==> config.mk <==
export PLATFORM = sky130hd
export DESIGN_NAME = muldiv_issue_ctrl
export DESIGN_NICKNAME = d
export VERILOG_FILES = /design/src/rtl/muldiv_issue_ctrl.sv
export SDC_FILE = /design/constraint.sdc
export NUM_CORES = 1
export LEC_CHECK = 0
export CORE_MARGIN = 1
export CORE_UTILIZATION = 44
export DETAILED_ROUTE_END_ITERATION = 12
export PLACE_DENSITY = 0.81
export SYNTH_ARGS = -nofsm -noshare
export SYNTH_HDL_FRONTEND = slang
export SYNTH_SLANG_ARGS = --single-unit
==> constraint.sdc <==
create_clock -name clk -period 2.21 [get_ports clk]
set_input_delay 0.5525 -clock clk [delete_from_list [all_inputs] [get_ports clk]]
set_output_delay 0.5525 -clock clk [all_outputs]
set_load 0.005 [all_outputs]
==> src/rtl/muldiv_issue_ctrl.sv <==
// muldiv_issue_ctrl: issue/sequencing controller for the shared iterative
// RV32M multiply/divide unit in the execute stage. It accepts one op from
// ID/EX, resolves divide-by-zero and signed overflow locally, otherwise
// issues the op to the unit, stalls the front end while waiting, and presents
// the result for one pipeline-advance cycle. A wait-state watchdog aborts
// operations whose done pulse never arrives.
//
// Optional build macro: MULDIV_OPCACHE_EN adds a one-entry result cache that
// short-circuits an exact op/a/b repeat straight to DONE.

module muldiv_issue_ctrl #(
    parameter int XLEN    = 32,
    parameter int TIMEOUT = 64
) (
    input  logic            clk,
    input  logic            Rst,
    input  logic            hold,
    input  logic            flush,
    input  logic            req_valid,
    input  logic [2:0]      req_op,
    input  logic [XLEN-1:0] req_a,
    input  logic [XLEN-1:0] req_b,
    input  logic [4:0]      req_rd,
    output logic            stall,
    output logic            res_valid,
    output logic [XLEN-1:0] res_data,
    output logic [4:0]      res_rd,
    output logic            err,
    output logic            unit_start,
    output logic [2:0]      unit_op,
    output logic [XLEN-1:0] unit_a,
    output logic [XLEN-1:0] unit_b,
    input  logic            unit_done,
    input  logic [XLEN-1:0] unit_res
);

    typedef enum logic [2:0] {
        IDLE  = 3'd0,
        ISSUE = 3'd1,
        WAIT  = 3'd2,
        DONE  = 3'd3,
        ABORT = 3'd4
    } state_t;

    localparam int CW = $clog2(TIMEOUT) + 1;
    localparam logic [XLEN-1:0] MIN_NEG = {1'b1, {(XLEN-1){1'b0}}};

    state_t            state;
    state_t            next_state;
    logic [2:0]        op_q;
    logic [XLEN-1:0]   a_q;
    logic [XLEN-1:0]   b_q;
    logic [4:0]        rd_q;
    logic [XLEN-1:0]   res_q;
    logic [CW-1:0]     cnt;
    logic              err_q;
    logic              pending_q;

    logic              accept;
    logic              is_div;
    logic              b_zero;
    logic              sgn_ovf;
    logic              special;
    logic [XLEN-1:0]   special_res;
    logic              timeout_fire;
    logic              cache_hit;
    logic [XLEN-1:0]   cache_res;

    // Decode the incoming request: acceptance and locally resolvable divides.
    always_comb begin
        accept      = (state == IDLE) && req_valid && !hold && !flush;
        is_div      = req_op[2];
        b_zero      = (req_b == '0);
        sgn_ovf     = ((req_op == 3'd4) || (req_op == 3'd6)) &&
                      (req_a == MIN_NEG) && (req_b == '1);
        special     = is_div && (b_zero || sgn_ovf);
        special_res = '0;
        if (b_zero) begin
            special_res = req_op[1] ? req_a : '1;
        end else if (sgn_ovf) begin
            special_res = req_op[1] ? '0 : MIN_NEG;
        end
        timeout_fire = (state == WAIT) && !unit_done &&
                       (cnt == CW'(TIMEOUT - 1));
    end

    // Next-state and output logic; WAIT ignores hold so the unit's done
    // pulse and the watchdog are never lost while the pipeline is frozen.
    always_comb begin
        next_state = state;
        stall      = 1'b0;
        res_valid  = 1'b0;
        res_data   = '0;
        res_rd     = '0;
        unit_start = 1'b0;
        case (state)
            IDLE: begin
                stall = accept;
                if (accept) begin
                    if (special || cache_hit) begin
                        next_state = DONE;
                    end else begin
                        next_state = ISSUE;
                    end
                end
            end
            ISSUE: begin
                stall      = 1'b1;
                unit_start = !hold;
                if (flush) begin
                    next_state = ABORT;
                end else if (!hold) begin
                    next_state = WAIT;
                end
            end
            WAIT: begin
                stall = 1'b1;
                if (flush || timeout_fire) begin
                    next_state = ABORT;
                end else if (unit_done) begin
                    next_state = DONE;
                end
            end
            DONE: begin
                res_valid = !flush;
                res_data  = res_q;
                res_rd    = rd_q;
                if (flush || !hold) begin
                    next_state = IDLE;
                end
            end
            ABORT: begin
                stall = req_valid;
                if (!hold && (unit_done || !pending_q)) begin
                    next_state = IDLE;
                end
            end
            default: begin
                next_state = IDLE;
            end
        endcase
    end

    // State, operand/result latches, watchdog counter and sticky error.
    always_ff @(posedge clk) begin
        if (Rst) begin
            state     <= IDLE;
            op_q      <= '0;
            a_q       <= '0;
            b_q       <= '0;
            rd_q      <= '0;
            res_q     <= '0;
            cnt       <= '0;
            err_q     <= 1'b0;
            pending_q <= 1'b0;
        end else begin
            state <= next_state;

            if (accept) begin
                op_q  <= req_op;
                a_q   <= req_a;
                b_q   <= req_b;
                rd_q  <= req_rd;
                res_q <= special ? special_res : cache_res;
            end

            if (state == ISSUE) begin
                cnt <= '0;
            end else if (state == WAIT) begin
                cnt <= cnt + CW'(1);
            end

            if (state == WAIT && next_state == DONE) begin
                res_q <= unit_res;
            end

            if (timeout_fire) begin
                err_q <= 1'b1;
                res_q <= '0;
            end

            if (unit_start) begin
                pending_q <= 1'b1;
            end else if (unit_done || timeout_fire) begin
                pending_q <= 1'b0;
            end
        end
    end

    assign err     = err_q;
    assign unit_op = op_q;
    assign unit_a  = a_q;
    assign unit_b  = b_q;

`ifdef MULDIV_OPCACHE_EN
    logic            c_valid;
    logic [2:0]      c_op;
    logic [XLEN-1:0] c_a;
    logic [XLEN-1:0] c_b;
    logic [XLEN-1:0] c_res;

    // One-entry result cache: filled on every unit completion, dropped on
    // any abort (which also covers a watchdog error).
    always_ff @(posedge clk) begin
        if (Rst) begin
            c_valid <= 1'b0;
            c_op    <= '0;
            c_a     <= '0;
            c_b     <= '0;
            c_res   <= '0;
        end else if (next_state == ABORT && state != ABORT) begin
            c_valid <= 1'b0;
        end else if (state == WAIT && next_state == DONE) begin
            c_valid <= 1'b1;
            c_op    <= op_q;
            c_a     <= a_q;
            c_b     <= b_q;
            c_res   <= unit_res;
        end
    end

    assign cache_hit = c_valid && (c_op == req_op) &&
                       (c_a == req_a) && (c_b == req_b);
    assign cache_res = c_res;
`else
    assign cache_hit = 1'b0;
    assign cache_res = '0;
`endif

endmodule
==> results of run 1 <==
logic make-up after synthesis:
logic type | synth area share, %
AO/OA/AOI/OAI | 17.7
AND/OR/NAND/NOR | 34.0
adder cells (fa/ha/maj) | 0.227
XOR/XNOR | 0.636
multiplexers | 0.182
flip-flops | 42.2
buffers and inverters | 5.05
Yosys cell counts (all sizes together), types with 2 or more instances:
master  count  area (sq um)
nand2b     34           220
nor3       36           330
nand4      10          62.6
a221oi     32           462
nor2       41           154
clkbuf     33           134
nor2b       4          25.0
nor3b       3          38.8
nand4b      2          17.5
xor2        3          26.3
buf        13           106
nor4b       3          41.3
nand3       2          10.0
a211o       3          26.3
nand2     155           582
dfxtp     116          2320
bufbuf      2          37.5
a21oi      83           423
or3         3          18.8
and2       38           238
o21ai       4          20.0
nor4       15          93.8
power breakdown:
part / internal (mW) / switching (mW) / leakage [nW] / total [mW]
logic: 0.393 / 0.308 / 2.20 / 0.701
registers: 2.14 / 0.0252 / 0.941 / 2.17
clock network: 1.58 / 0.917 / 0.263 / 2.49
layer usage:
metal | global-route usage [%] | share of wire (%)
met5 | 0 | 0.065
met4 | 15.4 | 3.7
met3 | 8.29 | 8.4
met2 | 52.8 | 48
met1 | 34.0 | 40
layout make-up:
| cell class | count | area (sq um) | share of cell area [%] |
|---|---|---|---|
| clock buffers | 24 | 472 | 5.22 |
| clock inverters | 6 | 55.1 | 0.610 |
| multi-input cells | 483 | 3040 | 33.6 |
| flip-flops and latches | 116 | 2330 | 25.8 |
| well taps | 168 | 210 | 2.33 |
| repair buffers | 309 | 2930 | 32.4 |
worst reg2reg max path, stage by stage (launching register included):
cell	delay, ns
dfxtp_2	0.32
buf_4	0.13
buf_4	0.18
nor3_2	0.18
buf_4	0.17
nand3_4	0.09
buf_6	0.14
nor3_4	0.22
buf_12	0.16
clkbuf_16	0.20
a221oi_2	0.09
nor3_2	0.18
worst paths after layout:
path         depth (start not counted)      from        to
min                                  2   rd_q[0]   rd_q[0]
min reg2reg                          2   rd_q[0]   rd_q[0]
max                                  8  req_b[3]  res_q[7]
max reg2reg                         11  state[2]  res_q[7]
timing repair:
action / in CTS / in global routing
gates cloned: 2 / 2
setup endpoints to repair: 42 / 69
gates resized for setup: 117 / 32
hold buffers: 0 / 0
pin swaps: 8 / 8
buffers inserted: 10 / 3
state kept, by name, summed over array words and instances, names as in the netlist:
signal / flops
cnt: 7
unit_op: 3
res_q: 32
unit_a: 32
unit_b: 32
pending_q: 1
state: 3
err: 1
rd_q: 5
cells in the final DEF, fill, tap and decap left out, drive strengths merged, types with 12 or more instances in the layout:
cell,instances
buf,104
a221oi,32
dlygate4sd2,12
a21oi,83
dfxtp,116
nand2,155
nor2,41
and2,38
nand2b,34
clkdlybuf4s50,173
nor4,15
nor3,36
clkbuf,37
stage by stage:
stage / util (%) / setup WS [ns] / hold WS [ns] / TNS [ns]
after floorplan: - / 0.287 / 0.432 / 0
after global placement: 68.9 / -0.585 / 0.438 / -10.88
after detailed placement: 68.9 / -0.672 / 0.445 / -13.24
after CTS: 74.4 / -0.0994 / 0.451 / -1.14
after global routing: 74.6 / -0.0471 / 0.474 / -0.618
final: 74.6 / -0.0169 / 0.448 / -0.0310
==> metrics.md, run 1 <==
| Metric | Value |
|---|---|
| Starting density of the core | `45.5%` |
| Status | `complete, but fails checks` |
| Max-cap violations | `0` |
| Final nets | `1038` |
| Synth warn | `0` |
| Relative slew margins | `63.1%` |
| Failing checks | `negative setup slack` |
| Critical path fanouts, max | `15` |
| Post-route setup slack | `-0.0169 ns` |
| Max-slew violation count | `0` |
| Global-route wire length before repair | `30.3 mm` |
| Setup violators final | `3` |
| Worst clock skew | `0.00670 ns` |
| Final Cycle Share | `101%` |
| Horiz. Die Dim | `114 microns` |
| Fmax | `0.449 GHz` |
| Routed Antenna Nets | `0` |
| Vias in the first global route | `6181` |
| Placed insts | `1064` |
| Critical-path top delay cell | `clkdlybuf4s50_1` |
| PortBufs | `217` |
| Max rail drop VDD | `553 uV` |
| N_diodes | `0` |
| Fin. Hold Viols | `0` |
| Yosys cell types | `46` |
| Clock Tree Root | `clkbuf_16` |
| Crit end category | `flop` |
| Iter 0 DRT Violations | `434` |
| Fin crit period | `2.23 ns` |
| Async set-reset flop share out of synthesis | `0%` |
| Fin cells | `1106` |
| Setup crit start kind | `input pin` |
| Post-synth EDFFs | `0` |
| Worst skew pair latency | `0.42 ns` |
| Hold Crit Class | `flop to flop` |
| Post-synthesis net count | `758` |
| Post-Place Cell Area | `8350 sq um` |
| Initial antenna violation count | `1` |
| Final WL | `20.0 mm` |
| Required @ worst endpoint | `2.55 ns` |
| CTS tree | `done` |
| WS Path Type | `input pin to flop` |
| CTS max path bufs | `2` |
| Most used DFF post-synth | `dfxtp_1` |
| Setup slack, reg-to-reg | `0.09 ns` |
| CP peak stage delay | `0.52 ns` |
| Die span in y | `114 microns` |
| Vias per cell | `5.45` |
| Clock sinks | `116` |
| Mean routed wirelength per cell | `18.1 microns` |
| Drt drc | `0` |
| Pleak | `3.40 nW` |
| Final GP Congestion | `0.861` |
| Total number of vias | `6030` |
| WP data arrival | `2.57 ns` |
| CTS Buf Count | `17` |
| Post-route design area | `9030 sq um` |
| Synthesized area | `5510 sq um` |
| Dpl hpwl | `13.6 mm` |
| CTS H-tree depth | `4` |
| GRT overflow | `0` |
| Synth Register Bits | `116` |
| Sequential area share after synthesis | `42.2%` |
| Initial DRT Pass Iterations | `6` |
| Total chip power | `5.36 mW` |
| Num rows | `40` |
| Num ports | `218` |
| Die footprint | `13000 sq um` |
| Share of cells above drive strength 1 | `24.7%` |
| CORE AREA | `12100 sq um` |
| Syn-to-layout area delta | `64.1%` |
| Layout fillers | `892` |
| Synth Area per Inst | `8.51 sq um` |
| RSZ-0062 raised after global routing | `yes` |
| Slew @ Worst Pin | `0.554 ns` |
| Largest delay contributor family on the critical path | `simple AND/OR/NAND/NOR gates` |
| CP Buf/Inv Count | `3` |
| CTS clk-pin slew, worst paths | `0.05 ns` |
| Crit-path cells | `clkdlybuf4s50_1, nor4_2, nand4_1, nor3_4, buf_12, clkbuf_16, a221oi_2, nor3_2` |
| Total GRT Usage | `30.3%` |
| Mapped Cells | `647` |
| PwrDens | `594 nW/um^2` |
| Largest net degree at the start of global routing | `45` |
Note: power is estimated with default switching activity, not from simulation.
==> run 2, diff against run 1 <==
--- a/config.mk
+++ b/config.mk
@@ -9,6 +9,7 @@
 export CORE_UTILIZATION = 44
 export DETAILED_ROUTE_END_ITERATION = 12
 export PLACE_DENSITY = 0.81
+export SLEW_MARGIN = 20
 export SYNTH_ARGS = -nofsm -noshare
 export SYNTH_HDL_FRONTEND = slang
 export SYNTH_SLANG_ARGS = --single-unit
==> results of run 2 <==
Final layout, timing and power as in run 1 (identical DEF).
